--- src/rtl/nibble_serial_subtractor.sv ---
// Multi-cycle subtractor: z = x + ~y + 1 evaluated one SLICE-bit slice per clock, LSB first.
// Results and ALU-style flags update together on the done edge; WIDTH must be a multiple of SLICE.
module nibble_serial_subtractor #(
    parameter int WIDTH = 16,
    parameter int SLICE = 4
) (
    input  logic             clk,
    input  logic             rst_n,
    input  logic             start,
    input  logic [WIDTH-1:0] x,
    input  logic [WIDTH-1:0] y,
    output logic             busy,
    output logic             done,
    output logic [WIDTH-1:0] z,
    output logic             sign,
    output logic             zero,
    output logic             carry,
    output logic             parity,
    output logic             overflow
);

    localparam int STEPS = WIDTH / SLICE;
    localparam int CW    = (STEPS > 1) ? $clog2(STEPS) : 1;
    localparam logic [CW-1:0] LAST = CW'(STEPS - 1);

    typedef enum logic {ST_IDLE, ST_RUN} state_t;

    state_t           r_state;
    logic [WIDTH-1:0] r_x;
    logic [WIDTH-1:0] r_y;
    logic [WIDTH-1:0] r_shadow;
    logic [CW-1:0]    r_cnt;
    logic             r_cin;
    logic             r_busy;
    logic             r_done;
    logic [WIDTH-1:0] r_z;
    logic             r_sign;
    logic             r_zero;
    logic             r_carry;
    logic             r_parity;
    logic             r_ovf;

    logic [SLICE-1:0] w_xs;
    logic [SLICE-1:0] w_ys;
    logic [SLICE:0]   w_sum;
    logic [WIDTH-1:0] w_full;

    assign w_xs  = r_x[r_cnt*SLICE +: SLICE];
    assign w_ys  = r_y[r_cnt*SLICE +: SLICE];
    assign w_sum = {1'b0, w_xs} + {1'b0, ~w_ys} + {{SLICE{1'b0}}, r_cin};

    // Shadow with the current slice merged in; on the last step this is the full difference.
    always_comb begin
        w_full = r_shadow;
        w_full[r_cnt*SLICE +: SLICE] = w_sum[SLICE-1:0];
    end

    always_ff @(posedge clk or negedge rst_n) begin
        if (!rst_n) begin
            r_state  <= ST_IDLE;
            r_x      <= '0;
            r_y      <= '0;
            r_shadow <= '0;
            r_cnt    <= '0;
            r_cin    <= 1'b0;
            r_busy   <= 1'b0;
            r_done   <= 1'b0;
            r_z      <= '0;
            r_sign   <= 1'b0;
            r_zero   <= 1'b0;
            r_carry  <= 1'b0;
            r_parity <= 1'b0;
            r_ovf    <= 1'b0;
        end else begin
            r_done <= 1'b0;
            case (r_state)
                ST_IDLE: begin
                    if (start) begin
                        r_x     <= x;
                        r_y     <= y;
                        r_cin   <= 1'b1;
                        r_cnt   <= '0;
                        r_busy  <= 1'b1;
                        r_state <= ST_RUN;
                    end
                end
                ST_RUN: begin
                    r_shadow <= w_full;
                    r_cin    <= w_sum[SLICE];
                    r_cnt    <= r_cnt + 1'b1;
                    if (r_cnt == LAST) begin
                        r_z      <= w_full;
                        r_sign   <= w_full[WIDTH-1];
                        r_zero   <= (w_full == '0);
                        r_carry  <= w_sum[SLICE];
                        r_parity <= ~^w_full;
                        r_ovf    <= (r_x[WIDTH-1] != r_y[WIDTH-1]) &&
                                    (w_full[WIDTH-1] != r_x[WIDTH-1]);
                        r_done   <= 1'b1;
                        r_busy   <= 1'b0;
                        r_state  <= ST_IDLE;
                    end
                end
                default: r_state <= ST_IDLE;
            endcase
        end
    end

    assign busy     = r_busy;
    assign done     = r_done;
    assign z        = r_z;
    assign sign     = r_sign;
    assign zero     = r_zero;
    assign carry    = r_carry;
    assign parity   = r_parity;
    assign overflow = r_ovf;

endmodule

--- config.mk ---
export PLATFORM = sky130hd
export DESIGN_NAME = nibble_serial_subtractor
export DESIGN_NICKNAME = d
export VERILOG_FILES = /design/src/rtl/nibble_serial_subtractor.sv
export SDC_FILE = /design/constraint.sdc
export NUM_CORES = 1
export LEC_CHECK = 0
export ABC_AREA = 1
export ABC_CLOCK_PERIOD_IN_PS = 3900
export BUFFER_PORTS_ARGS = -buffer_cell sky130_fd_sc_hd__buf_2
export CORE_MARGIN = 3
export CORE_UTILIZATION = 45
export DETAILED_ROUTE_END_ITERATION = 12
export GPL_TIMING_DRIVEN = 0
export PLACE_DENSITY = 0.66
export REMOVE_ABC_BUFFERS = 1
export SKIP_LAST_GASP = 1
export SYNTH_ARGS = -nofsm -noshare
export SYNTH_HDL_FRONTEND = slang
export SYNTH_SLANG_ARGS = --single-unit
--- constraint.sdc ---
create_clock -name clk -period 3.9 [get_ports clk]
set_input_delay 0 -clock clk [delete_from_list [all_inputs] [get_ports clk]]
set_output_delay 0 -clock clk [all_outputs]
set_load 0.05 [all_outputs]
Word-level counts from Yosys, hierarchy flattened
Cells that the tools add are included.
W data, S select, Z words.
- bits in latches: 0
- bits in writable memories: 0
- bits of input ports: 35
- word-level logic and storage cells: 47
- memories kept: 0
- memory bits (read-only): 0
- output and inout bits: 23
- bits in registers: 75
- bitwise gates (word level): 2
- reductions and logical operators: 6
- add/sub/neg operators: 4
- divide/modulo/power cells: 0
- multipliers: 0
- $lt $le $gt $ge: 0
- shift-type cells: 4
- mux-type cells: 12
- eq/ne operators: 5
- operators with widths (kind ; number):
    $neg A4 Y34 ; 1
    $shift A4 B34 Y16 const A ; 1
    $shiftx A4 B34 Y16 ; 1
    $shiftx A16 B5 Y4 ; 2
    $bwmux W16 ; 1
    $logic_not A16 Y1 ; 1
    $reduce_xnor A16 Y1 ; 1
    $mux W1 ; 6
    $pmux W1 S2 ; 3
    $reduce_and A2 Y1 ; 3
    $add A4 B4 Y5 ; 1
    $add A5 B1 Y5 ; 1
    $not A4 Y4 ; 1
    $pmux W2 S2 ; 1
    $add A2 B1 Y2 const B ; 1
    $eq A2 B2 Y1 const B ; 1
    $mux W2 ; 1
    $ne A1 B1 Y1 ; 2
    $ne A2 B1 Y1 const B ; 1
    $ne A2 B2 Y1 const B ; 1
    $logic_and A1 B1 Y1 ; 1
    $not A1 Y1 ; 1

Longest topological paths before layout
Gate-level depths: netlist of run 1.
- depth in word-level cells: 8
- gate-level depth with buffers: 30
- gate-level depth less buffers: 28

Worst setup path after synthesis of run 1
Ideal clock, no wire load.
- path type: register to register
- start point: register r_cnt[1]
- end point: register r_parity, in the netlist parity
- stages on the path, launching flop included: 26
- data arrival time: 3249 ps
- data required time: 3782 ps
- library setup time: 118 ps
- clock period less this slack: 3367 ps
- setup slack: 533 ps
- path buffers: 1
- path through: dfrtp_1 inv_1 clkbuf_1 o21ai_0 o22ai_1 fa_1 inv_1 fa_1 inv_1 nor2_1 inv_1 nor2_1 inv_1 o22ai_1 inv_2 ha_1 xor2_1 nand2_1 nand2_1 nand2_1 nand2_1 nand2_1 nand2_1 nand2_1 nand3_1 nand2_1
- word-level cells in the longest chain between the ends: 7
- elaborated cells between the ends (all ways): 12
- those cells by class: add/sub: 3; eq/ne: 1; shift: 4; mux: 1; bitwise: 1; reduce/logical: 2
- RTL lines (item ; RTL line ; source):
    start: declaration ; 32 ; logic [CW-1:0] r_cnt;
    start signal: assignment ; 90 ; r_cnt <= r_cnt + 1'b1;
    $shiftx A16 B5 Y4 ; 49 ; assign w_ys = r_y[r_cnt*SLICE +: SLICE];
    $not A4 Y4 ; 50 ; assign w_sum = {1'b0, w_xs} + {1'b0, ~w_ys} + {{SLICE{1'b0}}, r_cin};
    $add A4 B4 Y5 ; 50 ;
    $add A5 B1 Y5 ; 50 ;
    $shiftx A4 B34 Y16 ; 55 ; w_full[r_cnt*SLICE +: SLICE] = w_sum[SLICE-1:0];
    $bwmux W16 ; 55 ;
    $reduce_xnor A16 Y1 ; 96 ; r_parity <= ~^w_full;
    end signal: assignment ; 96 ;
    end: declaration ; 40 ; logic r_parity;
Several ways; a longest one is shown, not always the timed one.
A chain may end at the register's enable or synchronous reset.

Final worst setup path of run 1
- start point: register r_cnt[0]
- end point: register r_parity, in the netlist parity
Same word-level chain as after synthesis.

==> results.yml, run 1 <==
worst_setup_path:
  arrival_ns: 3.83
  path_delay_family: "adder cells"
  cp_slowest_cell: "dfrtp_4"
  worst_setup_path_end_kind: "flip-flop"
  reg2reg_from: "r_cnt[0]"
  worstSetupStartpoint: "r_cnt[0]"
  critPathBufInv: 8
  r2r-end: "parity"
  worstPathMaxFanout: 23
  r2r_slack_ns: 0.30
  cp_common_cell: "nand2_1"
  crit_type: "flip-flop to flip-flop"
  crit_cells: 26
  required_ns: 4.13
  startpoint_type: "flip-flop"
  crit_end: "parity"
  cpPeakStageDelay_ns: 0.56
  reg2reg_depth: 26
sta:
  period_share: 0.9233
  drv_slew: 0
  finalSetupViolations: 0
  skew_ns: 0.008178
  hold_viol_final: 0
  finalCriticalPeriod_ns: 3.601
  fmax_mhz: 277.7
  worst_slew_pin_slew_ns: 1.048
  relSlewSlack: 0.2999
global_routing:
  grt_max_degree: 51
  busiest_layer: "met2"
  grt_pass1_vias: 2957
  grt_overflow_total: 0
  track_usage: 0.1709
  grt_pass1_wl_um: 13310
  antenna_found_initial: 0
  grtUsageMet3: 0.04758
  use_met1: 0.2170
  use_met2: 0.2797
clock_tree:
  clk_pin_slew_worst_paths_ns: 0.08
  htree_levels: 3
  cts_root_buffer: "clkbuf_8"
  clk_path_buf_depth: 2
  cts_tree: "done"
  numClockSinks: 74
  cts_made_buffers: 9
  clock_latency_ns: 0.34
finish:
  nets: 549
  layout_common_cells: "85 x nand2_1, 72 x dfrtp_1, 56 x buf_2"
  area.growth.synth_to_final_pct: 27.71
  final_cells: 602
  drive_above_1_share: 0.2640
  num_antenna_cells: 0
  nFillCells: 672
  mostFrequentLayoutCell: "nand2_1"
logic_synthesis:
  synth_top_family_by_area: "simple AND/OR/NAND/NOR gates"
  synth_area_um2: 3721
  ys_types: 30
  synthSimpleGateAreaFrac: 0.1321
  ys_seq_area_frac: 0.4976
  synth_area_per_cell_um2: 9.326
  synth_mux_area_frac: 0.09381
  yosysWarnings: 0
  synthTopCellsByArea: "dfrtp_1 50%, mux2_2 9.4%, nand2_1 8.6%"
  synth_top_area_cell: "dfrtp_1"
  synth_compound_area_frac: 0.1184
  syn_inst: 399
  synthXorXnorAreaFrac: 0.009415
  synth_fa_ha_area_frac: 0.06456
  synth_top_area_frac: 0.4976
  synth_seq_cells: 74
detailed_routing:
  ant_nets: 0
  avgViaCountPerCell: 5.015
  routed_wl_um: 7801
  drc: 0
  first_iter_violations: 134
  wl_per_cell_um: 12.96
  dr_total_vias: 3019
  first_pass_iters: 4
die:
  dieArea_um2: 9396
  pin_count: 58
  die_h_um: 96.94
  initial_core_util: 0.4718
  rows: 32
  core_area_um2: 7888
  dieWidth_um: 96.94
placed_design:
  dp_cells: 544
  hpwl_um: 5160
  io_buffer_count: 57
  place_congestion: 0.7989
flow_run:
  drv_cap: 0
outcome:
  status: "finished clean"
hold_path:
  hold_path_class: "input pin to async pin"
routing by layer:
metal	routed length, um	vias to the layer above
li1	-	1498
met1	3562	1432
met2	3760	72
met3	330	17
met4	147	0
met5	0	-
flip-flops by register name, indices dropped and copies added (netlist names), 2 cells and up:
| signal | cells |
|---|---|
| r_cnt | 2 |
| z | 16 |
| r_y | 16 |
| r_shadow | 16 |
| r_x | 16 |
cells in the mapped netlist, drive strengths merged:
library cell,count
clkbuf,4
buf,11
nand3,8
nand2,87
clkinv,1
o21a,1
nand4,4
o22ai,17
dfrtp,74
a32o,3
fa,2
xnor2,2
nand3b,1
nor2,20
o31ai,1
inv,59
o21ai,46
a21oi,8
ha,16
nor3,1
mux2,31
xor2,2
final cells by class:
type | instances | area (um^2) | area share
clock inverters | 5 | 102.6 | 0.02159
multi-input cells | 250 | 1563 | 0.3289
inverters | 60 | 241.5 | 0.05082
well taps | 102 | 127.6 | 0.02686
clock buffers | 10 | 137.6 | 0.02896
flip-flops and latches | 74 | 1857 | 0.3907
repair buffers | 101 | 723.2 | 0.1522
per-stage QoR:
step	hold WS (ns)	setup TNS, ns	instance area, um^2	worst slack, ns	util
3_3_place_gp	0.2319	-0.2330	4046	-0.2330	0.5130
3_5_place_dp	-0.06649	-0.2633	4076	-0.2633	0.5168
4_1_cts	0.1105	0	4661	0.01688	0.5909
5_1_grt	0.1282	-0.007420	4752	-0.007420	0.6025
6_report	0.1022	0	4752	0.2992	0.6025
2_1_floorplan	-0.2956	0	3633	0.4251	-
worst reg2reg max path, delay by kind of cell, from the launching register on:
kind                     cells  cell delay (ns)
AO/OA/AOI/OAI                2             0.33
buffers and inverters        8             0.70
flip-flops                   1             0.56
AND/OR/NAND/NOR             13             0.88
adder cells (fa/ha/maj)      3             1.03
worst min path at each step:
stage / end / from / depth (start not counted)
after floorplan: busy / rst_n / 0
after CTS: z[11] / rst_n / 2
final: z[11] / rst_n / 2
after detailed placement: z[11] / rst_n / 1
after global routing: z[11] / rst_n / 2
after global placement: r_x[6] / x[6] / 2
cells by family after synthesis:
family,after synthesis
AND/OR/NAND/NOR,121
flip-flops,74
XOR/XNOR,4
adder cells (fa/ha/maj),18
AO/OA/AOI/OAI,76
buffers and inverters,75
multiplexers,31
repair_timing:
item	CTS	global route
setup endpoints to repair	1	1
buffers inserted	0	9
cloned	0	0
hold buffers	34	0
gates resized for setup	2	7
pin swaps	0	0
endpoints found under the hold margin	109	0
Power of run 1 is not shown: default switching activity piles up to over one toggle a cycle in this logic, so the estimate is an artifact.
==> run 2: changes to the inputs <==
REMOVE_ABC_BUFFERS = default   (was 1)
==> results.yml, run 2 (synthesized netlist as in run 1, its figures left out) <==
outcome:
  status: "finished clean"
sta:
  finalSetupViolations: 0
  tns_ns: 0
  rsz0062_at_grt: "false"
  drv_slew: 0
  fmax_mhz: 275.6
  period_share: 0.9304
  relSlewSlack: 0.6862
  finalCriticalPeriod_ns: 3.629
  hold_viol_final: 0
  holdWs_ns: 0.09649
  worst_slew_pin_slew_ns: 0.4706
  skew_ns: 0.01061
worst_setup_path:
  r2r-end: "parity"
  r2r_slack_ns: 0.27
  cpPeakStageDelay_ns: 0.47
  crit_type: "flip-flop to flip-flop"
  startpoint_type: "flip-flop"
  required_ns: 4.14
  reg2reg_from: "r_cnt[0]"
  worstPathMaxFanout: 12
  arrival_ns: 3.87
  reg2reg_depth: 28
  cp_slowest_cell: "fa_1"
  worstSetupStartpoint: "r_cnt[0]"
  worst_setup_path_end_kind: "flip-flop"
  cp_common_cell: "nand2_1"
  crit_end: "parity"
clock_tree:
  clk_path_buf_depth: 2
  htree_levels: 3
  cts_tree: "done"
  cts_made_buffers: 9
  numClockSinks: 74
  cts_root_buffer: "clkbuf_8"
  clk_pin_slew_worst_paths_ns: 0.08
  clock_latency_ns: 0.35
hold_path:
  hold_path_class: "input pin to async pin"
detailed_routing:
  routed_wl_um: 8201
  dr_total_vias: 3030
  first_iter_violations: 115
  wl_per_cell_um: 13.40
  avgViaCountPerCell: 4.951
  ant_nets: 0
  first_pass_iters: 4
  drc: 0
logic_synthesis:
  syn-num-nets: 452
finish:
  postLayoutCoreUtil: 0.5982
  nFillCells: 693
  layout_common_cells: "85 x nand2_1, 72 x dfrtp_1, 58 x buf_2"
  final_cells: 612
  drive_above_1_share: 0.2686
  final_area_um2: 4718
  nets: 558
  mostFrequentLayoutCell: "nand2_1"
  area.growth.synth_to_final_pct: 26.80
  num_antenna_cells: 0
pwr:
  power.density_nw_per_um2: 974.0
  seqPwrFrac: 0.279
  switching_share: 0.4867
  p_comb_frac: 0.608
  p_int_mw: 2.359
  p_leak_nw: 2.287
  clockPowerShare: 0.114
  netSwitchingPower_mw: 2.237
  ir_drop_uv: 451.4
global_routing:
  grt_overflow_total: 0
  grt_max_degree: 51
  grt_pass1_vias: 3008
  use_met2: 0.2956
  grtUsageMet3: 0.04542
  busiest_layer: "met2"
  track_usage: 0.1842
  use_met1: 0.2430
  grt_pass1_wl_um: 14080
  antenna_found_initial: 0
placed_design:
  place_area_um2: 4164
  hpwl_um: 5858
  dp_cells: 559
  place_congestion: 0.8470
  io_buffer_count: 57
die:
  pin_count: 58
  core_area_um2: 7888
  dieWidth_um: 96.94
  dieArea_um2: 9396
  initial_core_util: 0.4718
  die_h_um: 96.94
  rows: 32
flow_run:
  drv_cap: 0
==> run 2: cell count changes in the layout (fill, tap and decap cells not counted), sizes merged <==
cell and delta:
clkinvlp +1, bufinv -3, clkbuf +2, buf +6
clkinv +2, inv +2
==> run 2: layout make-up <==
cell class | count | area (um^2) | share of cell area
sequential | 74 | 1854 | 0.3930
buffer | 15 | 100.1 | 0.02121
multi-input combinational | 250 | 1563 | 0.3312
inverter | 60 | 225.2 | 0.04773
clock inverter | 7 | 46.29 | 0.009812
timing repair buffer | 95 | 678.2 | 0.1437
clock buffer | 9 | 123.9 | 0.02625
tap | 102 | 127.6 | 0.02705
==> run 2: metal layers <==
layer	wire, um	vias to the layer above
met2	3943	77
li1	-	1515
met1	3765	1428
met4	127	0
met5	0	-
met3	365	10
==> run 2: per-stage QoR <==
step / total power [mW] / worst slack, ns
after global placement: 3.937 / -0.1059
after floorplan: 3.376 / 0.5327
after CTS: 4.568 / 0.09306
after global routing: 5.033 / 0.01054
after detailed placement: 4.007 / -0.1495
final: 4.595 / 0.2713
==> run 2: worst min path at each step <==
stage               start  endpoint  cells past startpoint
floorplan           rst_n      busy                      0
global placement    y[10]   r_y[10]                      2
detailed placement  rst_n     z[10]                      1
CTS                 rst_n     z[10]                      2
global route        rst_n     z[10]                      2
finish              rst_n     z[10]                      2
==> run 2: worst max-delay path, delay by kind of cell, from the launching register on <==
family                   cells  cell delay (ns)
AO/OA/AOI/OAI                2             0.34
buffers and inverters        9             0.78
adder cells (fa/ha/maj)      3             0.96
AND/OR/NAND/NOR             14             0.96
flip-flops                   1             0.45
==> run 2: power groups by stage <==
stage / Combinational, mW / Clock (mW) / Sequential (mW)
after floorplan: 1.81 / 0 / 1.57
after global placement: 2.65 / 0 / 1.29
after detailed placement: 2.70 / 0 / 1.30
after CTS: 2.75 / 0.531 / 1.29
after global routing: 3.15 / 0.572 / 1.32
final: 2.79 / 0.523 / 1.28
==> run 2: what timing repair did <==
item,4_1_cts,5_1_grt
endpoints found under the setup margin,1,1
endpoints found under the hold margin,109,0
hold buffers,34,0
buffers inserted,0,3
resized for setup,2,10
(Power assumes the default switching activity.)
==> run 3: changes to the inputs <==
CAP_MARGIN = 20   (was default)
CELL_PAD_IN_SITES_DETAIL_PLACEMENT = 0   (was default)
CELL_PAD_IN_SITES_GLOBAL_PLACEMENT = 1   (was default)
CORE_ASPECT_RATIO = 1.75   (was default)
CORE_UTILIZATION = 43   (was 45)
PLACE_DENSITY = default   (was 0.66)
PLACE_DENSITY_LB_ADDON = 0.1   (was default)
==> results.yml, run 3 (synthesized netlist as in run 1, its figures left out) <==
global_routing:
  grt_max_degree: 51
  antenna_found_initial: 0
  track_usage: 0.1895
  grt_pass1_vias: 3089
  grt_overflow_total: 0
  grt_pass1_wl_um: 14520
clock_tree:
  clk_path_buf_depth: 2
  numClockSinks: 74
  cts_tree: "done"
  clk_pin_slew_worst_paths_ns: 0.06
  clock_latency_ns: 0.34
  htree_levels: 3
  cts_root_buffer: "clkbuf_16"
  cts_made_buffers: 9
worst_setup_path:
  worst_setup_path_end_kind: "flip-flop"
  startpoint_type: "flip-flop"
  reg2reg_from: "r_cnt[0]"
  path_delay_family: "adder cells"
  cpPeakStageDelay_ns: 0.47
  critPathBufInv: 10
  cp_common_cell: "nand2_1"
  crit_type: "flip-flop to flip-flop"
  arrival_ns: 3.81
  cp_slowest_cell: "dfrtp_2"
  reg2reg_depth: 28
  required_ns: 4.13
  r2r-end: "parity"
  worstPathMaxFanout: 12
  r2r_slack_ns: 0.32
detailed_routing:
  first_pass_iters: 4
  dr_total_vias: 3072
  drc: 0
  routed_wl_um: 8690
  ant_nets: 0
  wl_per_cell_um: 13.77
  avgViaCountPerCell: 4.868
  first_iter_violations: 160
sta:
  finalCriticalPeriod_ns: 3.581
  hold_viol_final: 0
  worst_slew_pin_slew_ns: 0.5275
  finalSetupViolations: 0
  period_share: 0.9182
  drv_slew: 0
  holdWs_ns: 0.1121
  relSlewSlack: 0.6483
  skew_ns: 0.002960
  fmax_mhz: 279.2
die:
  die_h_um: 129.1
  rows: 44
  dieArea_um2: 9850
  dieWidth_um: 76.32
  pin_count: 58
  initial_core_util: 0.4447
  core_area_um2: 8368
finish:
  nets: 564
  area.growth.synth_to_final_pct: 33.79
  num_antenna_cells: 0
  mostFrequentLayoutCell: "nand2_1"
  final_cells: 631
  layout_common_cells: "83 x nand2_1, 72 x dfrtp_1, 58 x buf_2"
  drive_above_1_share: 0.3004
placed_design:
  io_buffer_count: 57
  hpwl_um: 6398
  dp_cells: 572
  place_congestion: 0.8414
logic_synthesis:
  syn-num-nets: 452
flow_run:
  drv_cap: 0
outcome:
  status: "finished clean"
hold_path:
  hold_path_class: "input pin to async pin"
## run 3: cell types whose count changed in the layout (fill, tap and decap cells not counted), moves of 3 or more
cell        before  now
clkbuf_16        0    9
inv_1           53   50
clkbuf_8         9    1
buf_4           10   15
clkinvlp_4       3    0
inv_2            6    9
o22ai_1         16   13
o22ai_2          1    4
## run 3: worst max-delay path by stage
stage	start	end	slack [ns]	cells after the start
floorplan	r_cnt[1]	parity	0.53	25
global placement	r_cnt[1]	parity	-0.25	27
detailed placement	r_cnt[1]	parity	-0.28	27
CTS	r_cnt[0]	parity	0.02	28
global route	r_cnt[0]	parity	-0.02	24
finish	r_cnt[0]	parity	0.32	28
## run 3: routing by layer
| layer | wire, um | share of wire | vias up | global-route usage |
|---|---|---|---|---|
| li1 | - | - | 1528 | - |
| met1 | 3334 | 0.38 | 1458 | 0.2060 |
| met2 | 4817 | 0.55 | 65 | 0.3510 |
| met3 | 292 | 0.034 | 21 | 0.03408 |
| met4 | 246 | 0.028 | 0 | 0.09712 |
| met5 | 0 | 0 | - | 0 |
## run 3: repair_timing
item	4_1_cts	5_1_grt
hold buffers	34	0
setup endpoints to repair	1	1
setup buffers	0	9
gates cloned	0	0
pin swaps	0	4
endpoints found under the hold margin	109	0
gates resized for setup	3	24
## run 3: worst register-to-register path, delay by kind of cell (launching register included)
kind                       cells  cell delay (ns)
AOI/OAI and AO/OA              3             0.35
buffers and inverters         10             0.86
DFF                            1             0.47
and+or+nand+nor               12             0.76
adders and majority gates      3             1.01
## run 3: layout make-up
type                            count  area (um^2)
Clock buffer                       10        239.0
Clock inverter                      6        80.08
Fill cell                         803         3390
Timing Repair Buffer              101        723.2
Sequential cell                    74         1854
Buffer                             15        116.4
Tap cell                          115        143.9
Multi-Input combinational cell    250         1597
Inverter                           60        225.2
## run 3: through the flow
stage / setup WS [ns] / utilization / instance area, um^2 / TNS, ns
4_1_cts: 0.01950 / 0.5789 / 4845 / 0
3_5_place_dp: -0.2759 / 0.4996 / 4180 / -0.2759
2_1_floorplan: 0.5327 / - / 3721 / 0
3_3_place_gp: -0.2496 / 0.4960 / 4150 / -0.2496
5_1_grt: -0.01832 / 0.5949 / 4979 / -0.01832
6_report: 0.3189 / 0.5949 / 4979 / 0
Power of run 3 is left out for the same reason.
